**src/rtl/lfc_pkg.sv**
```systemverilog
// Shared types for the line-follow drive controller: FSM states, steering
// classes, wheel sides and motor direction codes.
package lfc_pkg;

    typedef enum logic [2:0] {
        ST_IDLE    = 3'd0,
        ST_FOLLOW  = 3'd1,
        ST_RECOVER = 3'd2,
        ST_LOST    = 3'd3,
        ST_HALT    = 3'd4
    } state_t;

    typedef enum logic [2:0] {
        CLS_NONE,
        CLS_STRAIGHT,
        CLS_TURN_L,
        CLS_SHARP_L,
        CLS_TURN_R,
        CLS_SHARP_R
    } cls_t;

    typedef enum logic {
        DIR_L = 1'b0,
        DIR_R = 1'b1
    } side_t;

    localparam logic [1:0] FWD   = 2'b10;
    localparam logic [1:0] REV   = 2'b01;
    localparam logic [1:0] COAST = 2'b00;

endpackage

```
**src/rtl/lfc_pwm.sv**
```systemverilog
// One wheel's PWM: duty loads only at the shared counter wrap.
// LINE_FOLLOW_RAMP_EN enables a soft-start ramp of RAMP_STEP per period.
module lfc_pwm #(
    parameter int PWM_W = 10
`ifdef LINE_FOLLOW_RAMP_EN
    , parameter int RAMP_STEP = 8
`endif
) (
    input  logic             clk,
    input  logic             rst_n,
    input  logic [PWM_W-1:0] cnt,
    input  logic             wrap,
    input  logic [PWM_W:0]   target,
    output logic             pwm
);

    logic [PWM_W:0] applied;

`ifdef LINE_FOLLOW_RAMP_EN
    localparam logic [PWM_W:0] STEP = (PWM_W + 1)'(RAMP_STEP);
`endif

    always_ff @(posedge clk or negedge rst_n) begin
        if (!rst_n) begin
            applied <= '0;
            pwm     <= 1'b0;
        end else begin
            if (wrap) begin
`ifdef LINE_FOLLOW_RAMP_EN
                // Ramp only upward; any reduction lands in a single period.
                if (target == '0 || applied >= target)
                    applied <= target;
                else if (target - applied <= STEP)
                    applied <= target;
                else
                    applied <= applied + STEP;
`else
                applied <= target;
`endif
            end
            // Duty of 2^PWM_W or more exceeds every count value: constant high.
            pwm <= ({1'b0, cnt} < applied);
        end
    end

endmodule

```
**src/rtl/line_follow_ctrl.sv**
```systemverilog
// Line-following drive controller: steering FSM with lost-line recovery and
// obstacle hold-off. Define LINE_FOLLOW_RAMP_EN for the soft-start duty ramp.
module line_follow_ctrl
    import lfc_pkg::*;
#(
    parameter int N_SENS      = 5,
    parameter int PWM_W       = 10,
    parameter int DUTY_FULL   = 1000,
    parameter int DUTY_TURN   = 600,
    parameter int RECOVER_CYC = 50_000_000,
    parameter int RESUME_CYC  = 10_000_000
`ifdef LINE_FOLLOW_RAMP_EN
    , parameter int RAMP_STEP = 8
`endif
) (
    input  logic              clk,
    input  logic              rst_n,
    input  logic              enable,
    input  logic [N_SENS-1:0] sens,
    input  logic              obstacle,
    output logic [1:0]        left_dir,
    output logic [1:0]        right_dir,
    output logic              left_pwm,
    output logic              right_pwm,
    output logic [2:0]        state,
    output logic              lost
);

    localparam int C      = (N_SENS - 1) / 2;
    localparam int DW     = PWM_W + 1;
    localparam int MAXCYC = (RECOVER_CYC > RESUME_CYC) ? RECOVER_CYC : RESUME_CYC;
    localparam int CW     = (MAXCYC > 2) ? $clog2(MAXCYC) : 1;
    localparam int PMAX   = 1 << PWM_W;
    localparam logic [DW-1:0] FULL_D = DW'((DUTY_FULL >= PMAX) ? PMAX : DUTY_FULL);
    localparam logic [DW-1:0] TURN_D = DW'((DUTY_TURN >= PMAX) ? PMAX : DUTY_TURN);

    logic [N_SENS-1:0] s_meta, s;
    cls_t              cls;
    int                lc, rc;
    logic [1:0]        f_ldir, f_rdir;
    logic [DW-1:0]     f_lduty, f_rduty;
    state_t            state_q;
    side_t             last_dir;
    logic [CW-1:0]     tmr;
    logic [DW-1:0]     l_tgt, r_tgt;
    logic [PWM_W-1:0]  cnt;
    logic              wrap;

    always_ff @(posedge clk or negedge rst_n) begin
        if (!rst_n) begin
            s_meta <= '0;
            s      <= '0;
        end else begin
            s_meta <= sens;
            s      <= s_meta;
        end
    end

    always_comb begin
        lc  = 0;
        rc  = 0;
        cls = CLS_STRAIGHT;
        for (int i = 0; i < C; i++) begin
            rc = rc + int'(s[i]);
            lc = lc + int'(s[C+1+i]);
        end
        if (s == '0)
            cls = CLS_NONE;
        else if (&s)
            cls = CLS_STRAIGHT;
        else if (s[C] && lc == rc)
            cls = CLS_STRAIGHT;
        else if (lc > rc)
            cls = (s[N_SENS-1] && !s[C]) ? CLS_SHARP_L : CLS_TURN_L;
        else if (rc > lc)
            cls = (s[0] && !s[C]) ? CLS_SHARP_R : CLS_TURN_R;
    end

    always_comb begin
        f_ldir  = COAST;
        f_rdir  = COAST;
        f_lduty = '0;
        f_rduty = '0;
        case (cls)
            CLS_STRAIGHT: begin f_ldir = FWD;   f_rdir = FWD;   f_lduty = FULL_D; f_rduty = FULL_D; end
            CLS_TURN_L:   begin f_ldir = COAST; f_rdir = FWD;                     f_rduty = TURN_D; end
            CLS_SHARP_L:  begin f_ldir = REV;   f_rdir = FWD;   f_lduty = TURN_D; f_rduty = TURN_D; end
            CLS_TURN_R:   begin f_ldir = FWD;   f_rdir = COAST; f_lduty = TURN_D;                   end
            CLS_SHARP_R:  begin f_ldir = FWD;   f_rdir = REV;   f_lduty = TURN_D; f_rduty = TURN_D; end
            default: ;
        endcase
    end

    // state   | meaning
    // IDLE    | not enabled, wheels coast
    // FOLLOW  | steering from the tracker class
    // RECOVER | line gone, spinning toward last_dir, search timer running
    // LOST    | search timed out, coast until enable drops
    // HALT    | obstacle hold-off, resume after RESUME_CYC clear cycles
    always_ff @(posedge clk or negedge rst_n) begin
        if (!rst_n) begin
            state_q   <= ST_IDLE;
            left_dir  <= COAST;
            right_dir <= COAST;
            l_tgt     <= '0;
            r_tgt     <= '0;
            lost      <= 1'b0;
            tmr       <= '0;
            last_dir  <= DIR_L;
        end else begin
            if (cls == CLS_TURN_L || cls == CLS_SHARP_L)
                last_dir <= DIR_L;
            else if (cls == CLS_TURN_R || cls == CLS_SHARP_R)
                last_dir <= DIR_R;

            if (!enable) begin
                state_q   <= ST_IDLE;
                left_dir  <= COAST;
                right_dir <= COAST;
                l_tgt     <= '0;
                r_tgt     <= '0;
                lost      <= 1'b0;
            end else begin
                case (state_q)
                    ST_IDLE: begin
                        state_q   <= ST_FOLLOW;
                        left_dir  <= f_ldir;
                        right_dir <= f_rdir;
                        l_tgt     <= f_lduty;
                        r_tgt     <= f_rduty;
                    end
                    ST_FOLLOW, ST_RECOVER: begin
                        if (obstacle) begin
                            state_q   <= ST_HALT;
                            left_dir  <= COAST;
                            right_dir <= COAST;
                            l_tgt     <= '0;
                            r_tgt     <= '0;
                            tmr       <= '0;
                        end else if (cls != CLS_NONE) begin
                            state_q   <= ST_FOLLOW;
                            left_dir  <= f_ldir;
                            right_dir <= f_rdir;
                            l_tgt     <= f_lduty;
                            r_tgt     <= f_rduty;
                        end else if (state_q == ST_RECOVER && tmr == CW'(RECOVER_CYC - 1)) begin
                            state_q   <= ST_LOST;
                            left_dir  <= COAST;
                            right_dir <= COAST;
                            l_tgt     <= '0;
                            r_tgt     <= '0;
                            lost      <= 1'b1;
                        end else begin
                            state_q   <= ST_RECOVER;
                            tmr       <= (state_q == ST_FOLLOW) ? '0 : tmr + CW'(1);
                            left_dir  <= (last_dir == DIR_L) ? REV : FWD;
                            right_dir <= (last_dir == DIR_L) ? FWD : REV;
                            l_tgt     <= TURN_D;
                            r_tgt     <= TURN_D;
                        end
                    end
                    ST_HALT: begin
                        if (obstacle)
                            tmr <= '0;
                        else if (tmr == CW'(RESUME_CYC - 1)) begin
                            state_q   <= ST_FOLLOW;
                            left_dir  <= f_ldir;
                            right_dir <= f_rdir;
                            l_tgt     <= f_lduty;
                            r_tgt     <= f_rduty;
                        end else
                            tmr <= tmr + CW'(1);
                    end
                    ST_LOST: ;
                    default: state_q <= ST_IDLE;
                endcase
            end
        end
    end

    assign state = state_q;

    always_ff @(posedge clk or negedge rst_n) begin
        if (!rst_n) cnt <= '0;
        else        cnt <= cnt + PWM_W'(1);
    end

    assign wrap = &cnt;

`ifdef LINE_FOLLOW_RAMP_EN
    lfc_pwm #(.PWM_W(PWM_W), .RAMP_STEP(RAMP_STEP)) u_pwm_l (
`else
    lfc_pwm #(.PWM_W(PWM_W)) u_pwm_l (
`endif
        .clk(clk), .rst_n(rst_n), .cnt(cnt), .wrap(wrap), .target(l_tgt), .pwm(left_pwm)
    );

`ifdef LINE_FOLLOW_RAMP_EN
    lfc_pwm #(.PWM_W(PWM_W), .RAMP_STEP(RAMP_STEP)) u_pwm_r (
`else
    lfc_pwm #(.PWM_W(PWM_W)) u_pwm_r (
`endif
        .clk(clk), .rst_n(rst_n), .cnt(cnt), .wrap(wrap), .target(r_tgt), .pwm(right_pwm)
    );

endmodule

```
**config.mk**
```make
export PLATFORM = sky130hd
export DESIGN_NAME = line_follow_ctrl
export DESIGN_NICKNAME = d
export VERILOG_FILES = /design/src/rtl/lfc_pkg.sv /design/src/rtl/lfc_pwm.sv /design/src/rtl/line_follow_ctrl.sv
export SDC_FILE = /design/constraint.sdc
export NUM_CORES = 1
export LEC_CHECK = 0
export ABC_AREA = 1
export CAP_MARGIN = 20
export CORE_ASPECT_RATIO = 1.2
export CORE_MARGIN = 2
export CORE_UTILIZATION = 66
export DETAILED_ROUTE_END_ITERATION = 6
export PLACE_DENSITY_LB_ADDON = 0.25
export SLEW_MARGIN = 15
export SYNTH_ARGS = -nofsm -noshare
export SYNTH_HDL_FRONTEND = slang
export SYNTH_SLANG_ARGS = --single-unit
```
**constraint.sdc**
```tcl
create_clock -name clk -period 5.75 [get_ports clk]
set_clock_uncertainty 0.1 [all_clocks]
set_input_delay 1.15 -clock clk [delete_from_list [all_inputs] [get_ports clk]]
set_output_delay 1.15 -clock clk [all_outputs]
set_load 0.03 [all_outputs]
```
==> flow_summary.ini <==
[setup_path]
worstRegToRegCells = 7
path_delay_family = simple AND/OR/NAND/NOR gates
arrival_ns = 3.62
reg2reg_slack_ns = 2.56
critPathSlowestCell = nand4_2
slowest_delay_ns = 0.68
worstPathCellList = clkdlybuf4s50_1, inv_2, nand3_1, nor2_1, nand4_1, nand4_2, o21ai_0
path_class = in -> reg
cp.required_ns = 5.90
path_buf_inv = 2
r2r_end = tmr[21]
critPathCaptureType = flip-flop
start_kind = input pin
worstPathMaxFanout = 40
crit_cells = 7
r2r_start = state[1]

[global_route]
antenna_found_initial = 0
grt_max_degree = 70
grt_pass1_vias = 3838
grt_pass1_wl_mm = 17.03
grt.total_usage = 0.3099
gr-total-overflow = 0

[min_path]
whs_path_depth = 0
worstHoldStart = s_meta[3]
min_path_type = reg -> reg
min_to = s[3]

[finish]
diodes = 0
finalInstanceArea_mm2 = 0.004568
seq_area_mm2 = 0.001727
drive_gt1_frac = 0.07394
fillers = 468
synthToLayoutAreaGrowth_pct = 10.77
multi_input_area_mm2 = 0.002036
layout_commonest_cell = nand2_1
fin_nets = 591
layout_common_cells = nand2_1, dfrtp_1, inv_1

[floorplanning]
dieArea_mm2 = 0.006899
row_count = 31
num_io_pins = 19
core_mm2 = 0.006051
die_w_um = 76.16
start_util = 0.6816
die_h_um = 90.59

[yosys]
synthSimpleGateAreaFrac = 0.3249
yosysTopAreaCell = dfrtp_1
synthAdderAreaFrac = 0.05765
synth_nets = 572
synth-xor-area-share = 0.02336
synth.mux.area_fraction = 0
synth_top_family_by_area = simple AND/OR/NAND/NOR gates
ys_ff_latch = 69
syn-cell-area_mm2 = 0.004124
ys.flop_type = dfrtp_1
synthTopCellsByArea = dfrtp_1, nand2_1, inv_1, ha_1, nor2_1
synth_cell_type_count = 38
synth_top_area_share = 0.4187
yosysSeqAreaShare = 0.4187
synth_compound_area_frac = 0.08768
synthesis.instances = 544
synth_edf_count = 0
yosys_warnings = 0
async_flop_share = 1.000
syn-mean-instance-area_um2 = 7.581

[route]
via_count = 3781
detail-route-antenna-nets = 0
drc = 0
wirelength_mm = 9.849
viasPerCell = 5.817
drt_iter0_drc = 305
dr.pass1.iters = 6
wire_per_inst_um = 15.15

[timing]
fin_crit_ns = 3.469
setup_viol_count_final = 0
slew_violations = 0
fin_tns_setup_ns = 0
relSlewSlack = 0.3670
worst_pin_slew_ns = 0.9469
period_share = 0.6033
hold_violations = 0
max_freq_mhz = 288.3
rsz0062_at_grt = no

[placement]
dp_hpwl_mm = 6.880
io_buffers = 18
placedInstanceArea_mm2 = 0.004337
gp_congestion = 0.9451

[power]
power_density_mw_per_mm2 = 251.4
ir_worst_vdd_mv = 0.1789
p_leak_uw = 0.002110

[run_status]
status = complete, no violations

[cts]
path_clk_slew_ns = 0.09
clock-sinks = 69
hold_buffers = 0
cts_made_buffers = 9
cts_setup_buffers = 0
clk_latency_ns = 0.36
root_buffer = clkbuf_8
htreeDepth = 3
cts_tree = yes
cts_resized = 0
clk_path_buf_depth = 2

[flow_run]
maxCapViolCount = 0
power by group:
group	leakage [uW]	switching (uW)	total [uW]	internal [uW]
sequential	0.000911	22.1	532	510
combinational	0.00109	105	153	48.2
clock	0.000113	204	463	260
total	0.00211	331	1150	818
area by class of cell:
type	instances	share of cell area
multi-input cells	387	0.4456
flip-flops and latches	69	0.3780
inverters	77	0.06327
repair buffers	19	0.03999
clock buffers	10	0.03013
well taps	82	0.02246
clock inverters	6	0.02054
how the worst max path moves through the flow:
stage / startpoint / end / slack, ns
finish: obstacle / tmr[21] / 2.28
CTS: obstacle / tmr[21] / 2.34
floorplan: obstacle / tmr[6] / 3.55
global route: obstacle / tmr[13] / 2.07
global placement: obstacle / tmr[19] / 2.16
detailed placement: obstacle / tmr[21] / 1.98
kinds of logic after synthesis:
group / Yosys count
buffers and inverters: 88
flip-flops: 69
AND/OR/NAND/NOR: 294
XOR/XNOR: 11
adder cells (fa/ha/maj): 19
AO/OA/AOI/OAI: 63
registers in the layout, indices dropped and copies added (netlist names):
register and count:
u_pwm_l.pwm 1, u_pwm_r.pwm 1, cnt 10, tmr 26, s_meta 5, lost 1, right_dir 2, u_pwm_r.applied 3
l_tgt 3, s 5, left_dir 2, state 3, u_pwm_l.applied 3, r_tgt 3, last_dir 1
metrics by stage:
step / util / std cells / power, uW / setup slack (ns) / hold slack [ns]
floorplan: - / 544 / 641.7 / 3.554 / 0.2312
global placement: 0.7167 / 634 / 682.8 / 2.156 / 0.2322
detailed placement: 0.7167 / 634 / 690.9 / 1.983 / 0.2347
CTS: 0.7550 / 650 / 1148 / 2.336 / 0.2500
global route: 0.7550 / 650 / 1195 / 2.075 / 0.2573
finish: 0.7550 / 650 / 1149 / 2.281 / 0.2485
Yosys cell counts, types with 2 or more instances:
library cell    n
o21ai_0        28
inv_2           9
buf_4           4
o211ai_1        2
o21bai_1        3
nor3_1          9
inv_1          68
o21ai_1        13
ha_1           19
dfrtp_1        69
a21boi_0        2
nand4_1        34
clkbuf_1        4
nand2_2         3
nor2_2          4
o21a_1          2
nand2_1       128
o22ai_1         2
a21o_1          2
buf_6           2
a21oi_1         5
nand3_1        44
nor2_1         63
xor2_1         10
nor4_1          2
layer usage:
layer	track usage	vias up	share of wire
met1	0.3440	1765	0.38
met2	0.5580	147	0.53
met4	0.1712	0	0.042
li1	-	1827	-
met3	0.05700	42	0.048
met5	0	-	0
Note: power is estimated with default switching activity, not from simulation.
